<file path="src/rtl/riscv_crypto_fu_ssm3_pipe_pkg.sv">
// rtl/riscv_crypto_fu_ssm3_pipe_pkg.sv - shared constants and helpers for the SM3 permutation unit
// Contents: rotation constants, rol32, the two halves of P0/P1 and parameter legality checks.
package riscv_crypto_fu_ssm3_pipe_pkg;

    localparam int unsigned SSM3_P0_R1 = 9;
    localparam int unsigned SSM3_P0_R2 = 17;
    localparam int unsigned SSM3_P1_R1 = 15;
    localparam int unsigned SSM3_P1_R2 = 23;

    function automatic logic [31:0] rol32(input logic [31:0] x, input int unsigned sh);
        return (x << sh) | (x >> (32 - sh));
    endfunction

    // First half of the permutation: x ^ rol(x, R1) for each selected op.
    // With both ops selected the two x terms cancel, which the tail relies on.
    function automatic logic [31:0] ssm3_partial(input logic [31:0] x, input logic p0, input logic p1);
        return ({32{p0}} & (x ^ rol32(x, SSM3_P0_R1))) ^
               ({32{p1}} & (x ^ rol32(x, SSM3_P1_R1)));
    endfunction

    // Second half: the R2 rotation terms; final = partial ^ tail.
    function automatic logic [31:0] ssm3_tail(input logic [31:0] x, input logic p0, input logic p1);
        return ({32{p0}} & rol32(x, SSM3_P0_R2)) ^
               ({32{p1}} & rol32(x, SSM3_P1_R2));
    endfunction

    function automatic bit xlen_legal(input int xlen);
        return (xlen == 32) || (xlen == 64);
    endfunction

    function automatic bit stages_legal(input int stages);
        return (stages >= 0) && (stages <= 2);
    endfunction

endpackage

</file>
<file path="src/rtl/riscv_crypto_fu_ssm3_pipe_if.sv">
// rtl/riscv_crypto_fu_ssm3_pipe_if.sv - request/result handshake bundle of the SM3 permutation unit
// master: issue/writeback side (drives flush, valid, rs1, op selects, rd_ready).
// slave:  the functional unit (drives ready, rd_valid, rd).
interface riscv_crypto_fu_ssm3_pipe_if #(
    parameter int XLEN = 64
) ();
    logic            flush;
    logic            valid;
    logic            ready;
    logic [XLEN-1:0] rs1;
    logic            op_ssm3_p0;
    logic            op_ssm3_p1;
    logic            op_packed;
    logic            rd_valid;
    logic            rd_ready;
    logic [XLEN-1:0] rd;

    modport master (
        output flush, valid, rs1, op_ssm3_p0, op_ssm3_p1, op_packed, rd_ready,
        input  ready, rd_valid, rd
    );

    modport slave (
        input  flush, valid, rs1, op_ssm3_p0, op_ssm3_p1, op_packed, rd_ready,
        output ready, rd_valid, rd
    );
endinterface

</file>
<file path="src/rtl/riscv_crypto_fu_ssm3_lane.sv">
// rtl/riscv_crypto_fu_ssm3_lane.sv - one combinational 32-bit SM3 P0/P1 lane
// Ports: x_a/p0_a/p1_a produce the partial t; x_b/p0_b/p1_b/t_in produce result = t_in ^ tail(x_b).
// Unpipelined use ties the b side to the a side and t_in to t; the two-stage pipe feeds
// the b side from its stage-A registers so one instance covers both halves.
module riscv_crypto_fu_ssm3_lane
    import riscv_crypto_fu_ssm3_pipe_pkg::*;
(
    input  logic [31:0] x_a,
    input  logic        p0_a,
    input  logic        p1_a,
    input  logic [31:0] x_b,
    input  logic        p0_b,
    input  logic        p1_b,
    input  logic [31:0] t_in,
    output logic [31:0] t,
    output logic [31:0] result
);
    assign t      = ssm3_partial(x_a, p0_a, p1_a);
    assign result = t_in ^ ssm3_tail(x_b, p0_b, p1_b);
endmodule

</file>
<file path="src/rtl/riscv_crypto_fu_ssm3_pipe.sv">
// rtl/riscv_crypto_fu_ssm3_pipe.sv - pipelined ssm3.p0/ssm3.p1 functional unit with valid/ready handshake
// Ports: g_clk, g_resetn (async active-low), io (slave modport: flush, valid/ready, rs1,
// op selects, op_packed, rd_valid/rd_ready, rd). STAGES selects 0, 1 or 2 register stages.
module riscv_crypto_fu_ssm3_pipe
    import riscv_crypto_fu_ssm3_pipe_pkg::*;
#(
    parameter int XLEN      = 64,
    parameter int STAGES    = 1,
    parameter bit PACKED_EN = 1'b1
) (
    input  logic                         g_clk,
    input  logic                         g_resetn,
    riscv_crypto_fu_ssm3_pipe_if.slave   io
);
    localparam int NLANES = (XLEN == 64) ? 2 : 1;
    localparam bit PK     = (XLEN == 64) && PACKED_EN;

    if (!xlen_legal(XLEN)) begin : g_bad_xlen
        $error("riscv_crypto_fu_ssm3_pipe: XLEN must be 32 or 64");
    end
    if (!stages_legal(STAGES)) begin : g_bad_stages
        $error("riscv_crypto_fu_ssm3_pipe: STAGES must be 0, 1 or 2");
    end

    logic            in_pk;
    logic            out_can;       // output side can take a result this cycle
    logic            out_src_vld;   // a result is offered to the output side
    logic [XLEN-1:0] lane_x_b, lane_t_in, lane_t, lane_res;
    logic            lane_p0_b, lane_p1_b, lane_pk_b;

    assign in_pk = PK && io.op_packed;

    // Lane 1 has its op selects masked when not packed, so it yields 0 (zero-extension).
    for (genvar i = 0; i < NLANES; i++) begin : g_lane
        logic gate_a, gate_b;
        assign gate_a = (i == 0) || in_pk;
        assign gate_b = (i == 0) || lane_pk_b;
        riscv_crypto_fu_ssm3_lane u_lane (
            .x_a    (io.rs1[32*i +: 32]),
            .p0_a   (io.op_ssm3_p0 & gate_a),
            .p1_a   (io.op_ssm3_p1 & gate_a),
            .x_b    (lane_x_b[32*i +: 32]),
            .p0_b   (lane_p0_b & gate_b),
            .p1_b   (lane_p1_b & gate_b),
            .t_in   (lane_t_in[32*i +: 32]),
            .t      (lane_t[32*i +: 32]),
            .result (lane_res[32*i +: 32])
        );
    end

    if (STAGES == 2) begin : g_stage_a
        logic            a_vld_q, a_vld_d, a_load;
        logic [XLEN-1:0] a_x_q, a_x_d, a_t_q, a_t_d;
        logic            a_p0_q, a_p0_d, a_p1_q, a_p1_d, a_pk_q, a_pk_d;

        assign io.ready    = !io.flush && (!a_vld_q || out_can);
        assign out_src_vld = a_vld_q;

        always_comb begin
            a_load  = io.valid && io.ready;
            a_vld_d = a_vld_q;
            a_x_d   = a_x_q;
            a_t_d   = a_t_q;
            a_p0_d  = a_p0_q;
            a_p1_d  = a_p1_q;
            a_pk_d  = a_pk_q;
            if (io.flush) begin
                a_vld_d = 1'b0;
            end else if (!a_vld_q || out_can) begin
                a_vld_d = io.valid;
            end
            if (a_load) begin
                a_x_d  = io.rs1;
                a_t_d  = lane_t;
                a_p0_d = io.op_ssm3_p0;
                a_p1_d = io.op_ssm3_p1;
                a_pk_d = in_pk;
            end
        end

        always_ff @(posedge g_clk or negedge g_resetn) begin
            if (!g_resetn) begin
                a_vld_q <= 1'b0;
                a_x_q   <= '0;
                a_t_q   <= '0;
                a_p0_q  <= 1'b0;
                a_p1_q  <= 1'b0;
                a_pk_q  <= 1'b0;
            end else begin
                a_vld_q <= a_vld_d;
                a_x_q   <= a_x_d;
                a_t_q   <= a_t_d;
                a_p0_q  <= a_p0_d;
                a_p1_q  <= a_p1_d;
                a_pk_q  <= a_pk_d;
            end
        end

        assign lane_x_b  = a_x_q;
        assign lane_p0_b = a_p0_q;
        assign lane_p1_b = a_p1_q;
        assign lane_pk_b = a_pk_q;
        assign lane_t_in = a_t_q;
    end else begin : g_stage_direct
        assign lane_x_b  = io.rs1;
        assign lane_p0_b = io.op_ssm3_p0;
        assign lane_p1_b = io.op_ssm3_p1;
        assign lane_pk_b = in_pk;
        assign lane_t_in = lane_t;
        if (STAGES == 1) begin : g_in_reg
            assign io.ready    = !io.flush && out_can;
            assign out_src_vld = io.valid && io.ready;
        end else begin : g_in_comb
            assign io.ready    = out_can;
            assign out_src_vld = io.valid;
        end
    end

    if (STAGES == 0) begin : g_out_comb
        assign out_can     = io.rd_ready;
        assign io.rd_valid = out_src_vld;
        assign io.rd       = lane_res;
    end else begin : g_out_reg
        logic            b_vld_q, b_vld_d, b_load;
        logic [XLEN-1:0] b_rd_q, b_rd_d;

        assign out_can = !b_vld_q || io.rd_ready;

        always_comb begin
            b_load  = !io.flush && out_can && out_src_vld;
            b_vld_d = b_vld_q;
            b_rd_d  = b_rd_q;
            if (io.flush) begin
                b_vld_d = 1'b0;
            end else if (out_can) begin
                b_vld_d = out_src_vld;
            end
            if (b_load) begin
                b_rd_d = lane_res;
            end
        end

        always_ff @(posedge g_clk or negedge g_resetn) begin
            if (!g_resetn) begin
                b_vld_q <= 1'b0;
                b_rd_q  <= '0;
            end else begin
                b_vld_q <= b_vld_d;
                b_rd_q  <= b_rd_d;
            end
        end

        assign io.rd_valid = b_vld_q;
        assign io.rd       = b_rd_q;
    end

endmodule
</file>
<file path="src/flat_wrapper.sv">
// flat-port wrapper written by rule: the top's interface ports become plain ports
module riscv_crypto_fu_ssm3_pipe_flat import riscv_crypto_fu_ssm3_pipe_pkg::*;
#(
    parameter int XLEN      = 64,
    parameter int STAGES    = 1,
    parameter bit PACKED_EN = 1'b1
)
  (g_clk, g_resetn, io_flush, io_valid, io_rs1, io_op_ssm3_p0, io_op_ssm3_p1, io_op_packed, io_rd_ready, io_ready, io_rd_valid, io_rd);
  riscv_crypto_fu_ssm3_pipe_if #(.XLEN(XLEN)) io_i ();
  input  logic g_clk;
  input  logic g_resetn;
  input wire logic [$bits(io_i.flush)-1:0] io_flush;
  input wire logic [$bits(io_i.valid)-1:0] io_valid;
  input wire logic [$bits(io_i.rs1)-1:0] io_rs1;
  input wire logic [$bits(io_i.op_ssm3_p0)-1:0] io_op_ssm3_p0;
  input wire logic [$bits(io_i.op_ssm3_p1)-1:0] io_op_ssm3_p1;
  input wire logic [$bits(io_i.op_packed)-1:0] io_op_packed;
  input wire logic [$bits(io_i.rd_ready)-1:0] io_rd_ready;
  output wire logic [$bits(io_i.ready)-1:0] io_ready;
  output wire logic [$bits(io_i.rd_valid)-1:0] io_rd_valid;
  output wire logic [$bits(io_i.rd)-1:0] io_rd;
  assign io_i.flush = io_flush;
  assign io_i.valid = io_valid;
  assign io_i.rs1 = io_rs1;
  assign io_i.op_ssm3_p0 = io_op_ssm3_p0;
  assign io_i.op_ssm3_p1 = io_op_ssm3_p1;
  assign io_i.op_packed = io_op_packed;
  assign io_i.rd_ready = io_rd_ready;
  assign io_ready = io_i.ready;
  assign io_rd_valid = io_i.rd_valid;
  assign io_rd = io_i.rd;
  riscv_crypto_fu_ssm3_pipe #(.XLEN(XLEN), .STAGES(STAGES), .PACKED_EN(PACKED_EN)) u_core (.g_clk(g_clk), .g_resetn(g_resetn), .io(io_i));
endmodule
</file>
<file path="config.mk">
export PLATFORM = sky130hd
export DESIGN_NAME = riscv_crypto_fu_ssm3_pipe_flat
export DESIGN_NICKNAME = d
export VERILOG_FILES = /design/src/rtl/riscv_crypto_fu_ssm3_pipe_pkg.sv /design/src/rtl/riscv_crypto_fu_ssm3_pipe_if.sv /design/src/rtl/riscv_crypto_fu_ssm3_lane.sv /design/src/rtl/riscv_crypto_fu_ssm3_pipe.sv /design/src/flat_wrapper.sv
export SDC_FILE = /design/constraint.sdc
export NUM_CORES = 1
export LEC_CHECK = 0
export CORE_MARGIN = 2
export CORE_UTILIZATION = 58
export CTS_CLUSTER_SIZE = 14
export DETAILED_ROUTE_END_ITERATION = 8
export GPL_ROUTABILITY_DRIVEN = 0
export PLACE_DENSITY = 0.88
export SETUP_SLACK_MARGIN = 0.3
export SYNTH_ARGS = -nofsm -noshare
export SYNTH_HDL_FRONTEND = slang
export SYNTH_HIERARCHICAL = 1
export SYNTH_SLANG_ARGS = --single-unit
export TNS_END_PERCENT = 1
</file>
<file path="constraint.sdc">
create_clock -name g_clk -period 2.9 [get_ports g_clk]
set_input_delay 0.29 -clock g_clk [delete_from_list [all_inputs] [get_ports g_clk]]
set_output_delay 0.29 -clock g_clk [all_outputs]
set_load 0.02 [all_outputs]
</file>
=== After elaboration in Yosys (flattened, before gate mapping) ===
Cells that the tools add are included.
W data, S select, Z words.

* Bitwise logic cells: 28
* Reductions and logical operators: 7
* Multiplexer cells: 2

{| class="wikitable"
|+ Operators by type and width
! kind !! count
|-
| $xor A32 B32 Y32 || 10
|-
| $and A32 B32 Y32 || 8
|-
| $or A32 B15 Y32 || 2
|-
| $or A32 B17 Y32 || 2
|-
| $or A32 B23 Y32 || 2
|-
| $or A32 B9 Y32 || 2
|-
| $logic_and A1 B1 Y1 || 3
|-
| $and A1 B1 Y1 || 2
|-
| $logic_not A1 Y1 || 2
|-
| $mux W1 || 2
|-
| $reduce_bool A2 Y1 || 1
|-
| $logic_or A1 B1 Y1 || 1
|}

* Logic and storage cells: 39
* Register bits after elaboration: 65
* Output and inout bits: 66

=== Logic depth before layout (Yosys ltp) ===
* Depth after elaboration: 6
* Mapped depth: 8

=== Hierarchy ===
Netlist, hierarchy kept.

{| class="wikitable"
|+ By module, submodules not included
! module !! cells an instance !! sequential area each (um^2) !! area each (um^2) !! times used
|-
| riscv_crypto_fu_ssm3_lane || 295 || 0.0 || 2154.6 || 2
|-
| riscv_crypto_fu_ssm3_pipe || 143 || 1626.6 || 2753.9 || 1
|}

=== Worst setup path after synthesis ===
No wires, ideal clock.

* Path type: input port to flip-flop
* Start point: input io_op_ssm3_p0
* End point: register u_core.g_out_reg.b_rd_q[51], in the netlist u_core/io.rd[51]
* Path slack: 1.102 ns
* Required time: 2.775 ns
* Stages on the path: 8
* Arrival time: 1.673 ns
* Path through: and2_1 -> buf_6 -> and2b_1 -> buf_4 -> buf_4 -> a22o_1 -> xnor2_1 -> mux2_4

* Word-level cells in the longest chain between the ends: 4
* Elaborated cells on any way between the ends: 6
* Those cells by class: 6 x bitwise

{| class="wikitable"
|+ Ends and longest elaborated chain
! what !! line !! text
|-
| start, declared || flat_wrapper.sv:15 || <nowiki>input wire logic [$bits(io_i.op_ssm3_p0)-1:0] io_op_ssm3_p0;</nowiki>
|-
| $and A1 B1 Y1 || riscv_crypto_fu_ssm3_pipe.sv:40 || <nowiki>.p0_a (io.op_ssm3_p0 & gate_a),</nowiki>
|-
| $and A32 B32 Y32 || riscv_crypto_fu_ssm3_pipe_pkg.sv:17 || <nowiki>return ({32{p0}} & (x ^ rol32(x, SSM3_P0_R1))) ^</nowiki>
|-
| $xor A32 B32 Y32 || riscv_crypto_fu_ssm3_pipe_pkg.sv:17 ||
|-
| via u_core.lane_t[51] || riscv_crypto_fu_ssm3_pipe.sv:28 || <nowiki>logic [XLEN-1:0] lane_x_b, lane_t_in, lane_t, lane_res;</nowiki>
|-
| $xor A32 B32 Y32 || riscv_crypto_fu_ssm3_lane.sv:19 || <nowiki>assign result = t_in ^ ssm3_tail(x_b, p0_b, p1_b);</nowiki>
|-
| via u_core.lane_res[51] || riscv_crypto_fu_ssm3_pipe.sv:28 ||
|-
| end signal, assigned || riscv_crypto_fu_ssm3_pipe.sv:149 || <nowiki>b_rd_q <= b_rd_d;</nowiki>
|-
| end, declared || riscv_crypto_fu_ssm3_pipe.sv:125 || <nowiki>logic [XLEN-1:0] b_rd_q, b_rd_d;</nowiki>
|}

The timed path passes the listed nets, and every way through them passes these cells.
A chain may end at the register's enable or synchronous reset.

=== Worst setup path in the final report ===
* Start point: input io_op_packed
* End point: register u_core.g_out_reg.b_rd_q[48], in the netlist u_core/io.rd[48]

* Word-level cells in the longest chain between the ends: 4
* Elaborated cells on any way between the ends: 9
* Those cells by class: 9 x bitwise

{| class="wikitable"
|+ Ends and longest elaborated chain
! what !! line !! text
|-
| start, declared || flat_wrapper.sv:17 || <nowiki>input wire logic [$bits(io_i.op_packed)-1:0] io_op_packed;</nowiki>
|-
| $and A1 B1 Y1 (on tied branches) || riscv_crypto_fu_ssm3_pipe.sv:40, riscv_crypto_fu_ssm3_pipe.sv:41 ||
|-
| $and A32 B32 Y32 (on tied branches) || riscv_crypto_fu_ssm3_pipe_pkg.sv:17, riscv_crypto_fu_ssm3_pipe_pkg.sv:18 ||
|-
| $xor A32 B32 Y32 * || riscv_crypto_fu_ssm3_pipe_pkg.sv:17 ||
|-
| via u_core.lane_t[48] || riscv_crypto_fu_ssm3_pipe.sv:28 ||
|-
| $xor A32 B32 Y32 * || riscv_crypto_fu_ssm3_lane.sv:19 ||
|-
| via u_core.lane_res[48] || riscv_crypto_fu_ssm3_pipe.sv:28 ||
|}

Mark *: on every way through the listed nets, which the timed path passes. The rest lies on a longest branch.

==> reports/metrics.cfg <==
[status]
status=finished, final reports clean

[worst_setup_path]
path_class=in -> reg
startpoint_type=input port
crit_fanout=29
critPathCapture=u_core/io.rd[48]
rr_endpoint=u_core/io.rd[28]
critPathRequiredTime_ps=3120
reg2regPathDepth=4
r2r_start=u_core/io.rd_valid
startpoint=io_op_packed
arrival_ps=2550
end_kind=flop
r2r_slack_ps=1090

[final_layout]
fillers=824
area_growth_pct=22.59
stdcell_area_um2=8658
mostFrequentLayoutCells=xnor2_1 (186), clkdlybuf4s50_1 (134), nand2_1 (132)
layout.cells.non_filler=980
final_common_cell=xnor2_1
diodes=0
drive_gt1_share_pct=11.64
final_util_pct=72.38
nNetsFinal=900

[pwr]
power.total_mw=5.014
ir_drop_uv=278.0
powerDensity_nw_per_um2=579.1
leakage_nw=3.594

[global_routing]
antenna_found_initial=0
grt-ovfl-total=0
grt_usage_pct=29.27
grt_max_degree=71
first_global_vias=5563
grt_pass1_wl_mm=29.82

[clock_tree]
cts_tree=built
clock_tree.buffer_depth=2
clockRootBuffer=clkbuf_16
cts_htree_levels=3
cts_sinks=65
cts_made_buffers=9
clk_pin_slew_ps=50
clk-insertion-delay-late_ps=340

[die]
coreArea_um2=11960
start_util_pct=59.05
fp.dieArea_um2=13080
die_x_um=114.4
rows=40
die_h_um=114.4
top_level_ports=138

[synthesis]
ys_ff_latch=65
synthCells=733
syn-num-nets=805
syn_avg_cell_area_um2=9.636
synth_top_area_cell=xnor2_1
seq_area_frac_synth_pct=23.03
yosysUniqueCellTypes=22
yosys_warnings=6
synth_area_leaders=xnor2_1 (23%), dfrtp_1 (23%), mux2_4 (13%), mux2i_1 (8.8%), xor2_1 (8.2%)
synth_top_area_share_pct=23.06
synth_area_um2=7063

[placement]
place_ws_ps=274.5
dpl.cell_count=963
place_hpwl_mm=13.26
portBuffers=137
post_dp_cell_area_um2=8303

[job]
cap_violations=0

[routing]
drt-initial-drc-count=540
dr.pass1.iters=5
wl_per_cell_um=19.48
wl_mm=19.09
dr_total_vias=5776
viasPerCell=5.894
drc=0
drtAntennaViolNets=0

[timing]
whs_ps=443.0
setup_slack_ps=567.0
tightest_slew_ps=1079
final-max-slew-violation-count=0
hold_viol=0
tns_ps=0
clock.fmax_mhz=428.6
finalClockSkew_ps=4.858
rsz0062_at_grt=no
setup_viol=0
fin_crit_ps=2333
slew-limit-headroom_pct=28.08
finalCritPeriodShare_pct=80.45

[worst_hold_path]
hp-class=in -> async

## where the power goes
part / switching [mW] / total [mW] / internal (mW)
clock network: 0.409 / 1.27 / 0.861
registers: 0.180 / 1.36 / 1.18
logic: 1.10 / 2.38 / 1.28
total: 1.69 / 5.01 / 3.32
## cell families after synthesis
kind of cell / count (synthesis) / synth area share, %
buf+inv: 73 / 6.679
simple gates: 143 / 8.042
flops: 65 / 23.03
compound gates: 74 / 8.822
mux: 126 / 22.18
xor+xnor: 252 / 31.25
## synth_stat cells, drive strengths merged
master  count
xnor2     186
mux2i      62
inv         8
and2b       2
dfrtp      65
a22o       58
and2        2
nor3b       1
nor2b       1
clkbuf     32
buf        33
mux2       64
nand2     132
o22a        4
xor2       66
nor2        5
a211oi      4
o22ai       8
## worst max-delay path, stage by stage
cell             delay (ps)
clkdlybuf4s50_1         470
and2_2                  210
and2b_1                 860
a22o_1                  320
xnor2_1                 120
mux2_4                  270
## sequential cells by signal, indices dropped and copies added (netlist names)
name	count
u_core/io.rd_valid	1
u_core/io.rd	64
## cell type report
class	instances	area [um2]	area share (%)
Multi-Input combinational cell	595	4974	57.44
Sequential cell	65	1627	18.79
Timing Repair Buffer	149	1499	17.31
Clock buffer	11	242.7	2.803
Tap cell	147	183.9	2.124
Clock inverter	5	102.6	1.185
Inverter	8	30.03	0.3468
## worst min path at each step
stage,start,slack [ps],depth (start not counted),end
after global placement,g_resetn,260,1,u_core/io.rd[38]
final,g_resetn,440,2,u_core/io.rd[38]
after detailed placement,g_resetn,270,1,u_core/io.rd[38]
after global routing,g_resetn,500,2,u_core/io.rd[38]
after floorplan,g_resetn,-6,0,u_core/io.rd[0]
after CTS,g_resetn,450,2,u_core/io.rd[38]
## what timing repair did
action / CTS / global route
endpoints found under the hold margin: 18 / 0
hold buffers: 1 / 0
buffers inserted: 0 / 0
gates resized for setup: 0 / 0
## routing by layer
layer,wire (um),vias to the layer above,global-route usage [%]
met4,372,0,10.81
met2,8822,298,44.96
li1,-,2606,-
met3,1550,37,5.294
met1,8349,2835,41.27
met5,0,-,0
(Power assumes the default switching activity.)
==> patch, RTL diff (same settings) <==
`PACKED_EN` is set to 1'b1 in 2 places; all go to 1'b0.
--- a/src/rtl/riscv_crypto_fu_ssm3_pipe.sv
+++ b/src/rtl/riscv_crypto_fu_ssm3_pipe.sv
@@ -8,3 +8,3 @@
     parameter int STAGES    = 1,
-    parameter bit PACKED_EN = 1'b1
+    parameter bit PACKED_EN = 1'b0
 ) (
--- a/src/flat_wrapper.sv
+++ b/src/flat_wrapper.sv
@@ -5,3 +5,3 @@
     parameter int STAGES    = 1,
-    parameter bit PACKED_EN = 1'b1
+    parameter bit PACKED_EN = 1'b0
 )
Check against the original RTL: not equivalent (Yosys sat finds a counterexample within 4 cycles, from zero or initial values and one cycle with g_resetn low).
==> patch against the unedited design <==
Routed wire length shrank 1.6%; first-iteration DRC count shrank 17%; setup slack gained 0.50 ns; cell count grew 1.5%; register-to-register slack is essentially flat; clock skew shrank 0.0021 ns; synthesized area grew 0.12%; total power grew 3.2%; sequential cell count is the same; cell area grew 0.10%; critical path type is now in -> out; largest cell class unchanged.
==> patch: results (changes against the unedited design) <==
Yosys
  – Post-synth top cells: xnor2_1, nand2_1, xor2_1
  – Synth Instances: 738 (+0.68%)
  – Post-synthesis cell type count: 26 (+18%)
  – Main area contributors after synthesis: xnor2_1, dfrtp_1, mux2_4
  – Sequential fraction of the synthesis area: 0.230 (-0.000285)

Drt
  – Met3 WL: 1440 um (-7.4%)
  – Post-Route WL: 18800 um (-1.6%)
  – DR WL/cell: 18.9 um (-3.0%)
  – Met1 WL: 7330 um (-12%)
  – Vias post-DR: 5791 (+0.26%)
  – 1st-iter DRT viols: 446 (-17%)
  – Met2 wire len: 9480 um (+7.4%)

Place
  – IO buf count: 136 (-0.73%)
  – Placed cell area: 8340 um2 (+0.39%)
  – Cells after DPL: 978 (+1.6%)
  – DP HPWL: 13100 um (-1.6%)
  – Placement Setup Slack: 0.720 ns (+0.445 ns)

Clock network
  – TritonCTS buffer count: 9 (unchanged)

GRT
  – Met2 GRT Util: 0.506 (+0.0561)
  – M3 GR Usage: 0.0508 (-0.00212)
  – Met1 usage: 0.357 (-0.0562)
  – GR Util All Layers: 0.293 (+0.000336)
  – First-pass GRT wire length: 30200 um (+1.3%)
  – Vias in the first global route: 5857 (+5.3%)

STA
  – Clock skew: 0.00281 ns (-0.00205 ns)
  – WHS: 0.460 ns (+0.0172 ns)
  – Measured slew at the worst slew-check pin: 0.638 ns (-0.441 ns)

Setup path
  – Worst reg2reg path endpoint: u_core/io.rd[55]
  – Critical path's largest stage delay: 0.60 ns (-0.26 ns)
  – Worst Path Arrival: 1.55 ns (-1.00 ns)
  – Max Fanout on Critical Path: 3 (-90%)

Pwr
  – Worst VDD drop: 0.422 mV (+52%)
  – Leakage: 3.76 nW (+4.5%)

Status
  – Status: finished, final reports clean

Layout
  – Share of cells above drive strength 1: 0.112 (-0.00442)
  – Nets: 915 (+1.7%)
-- patch: cell count changes in the layout (fill, tap and decap cells not counted), moves of 4 or more --
cell     change
o22ai_1      -4
conb_1      +14
a21oi_1      +4
nand2_1      +4
inv_1        -4
-- patch: what timing repair did --
| action | in CTS | in global routing |
|---|---|---|
| hold endpoints to repair | 20 | 0 |
| hold buffers | 1 | 0 |
| buffers inserted | 0 | 0 |
-- patch: cells by family (layout without fill, tap and decap cells) --
family	after synthesis	after routing	share of synthesized area
AOI/OAI and AO/OA	70	70	0.0828
xor gates and xnor gates	252	252	0.312
buffers and inverters	71	168	0.0663
DFF	65	65	0.230
muxes	126	126	0.222
other	1	14	0.000530
and+or+nand+nor	153	153	0.0867
-- patch: power by group --
group | switching (W) | total [W] | internal [W]
clock | 0.000420 | 0.00119 | 0.000774
combinational | 0.00118 | 0.00258 | 0.00140
sequential | 0.000194 | 0.00140 | 0.00121
total | 0.00180 | 0.00518 | 0.00338
-- patch: worst max-delay path: cells and delay by family --
family / cells / cell delay, ns
simple gates: 2 / 0.14
buf+inv: 2 / 1.10
-- patch: area by class of cell --
cell class	instances	area [um2]
Clock buffer	11	243
Inverter	4	15.0
Clock inverter	5	78.8
Sequential cell	65	1630
Multi-Input combinational cell	615	5030
Timing Repair Buffer	148	1490
Fill cell	841	3290
Tap cell	147	184
-- patch: worst max-delay path by stage --
stage                        from  cells after the start  slack, ns               end
6_report              io_rd_ready                      4       1.06          io_ready
4_1_cts        u_core/io.rd_valid                      3       1.05          io_ready
5_1_grt        u_core/io.rd_valid                      3       0.96          io_ready
3_5_place_dp          io_rd_ready                      5       0.72  u_core/io.rd[55]
3_3_place_gp          io_rd_ready                      5       0.73  u_core/io.rd[55]
2_1_floorplan       io_op_ssm3_p0                      7       1.32  u_core/io.rd[19]
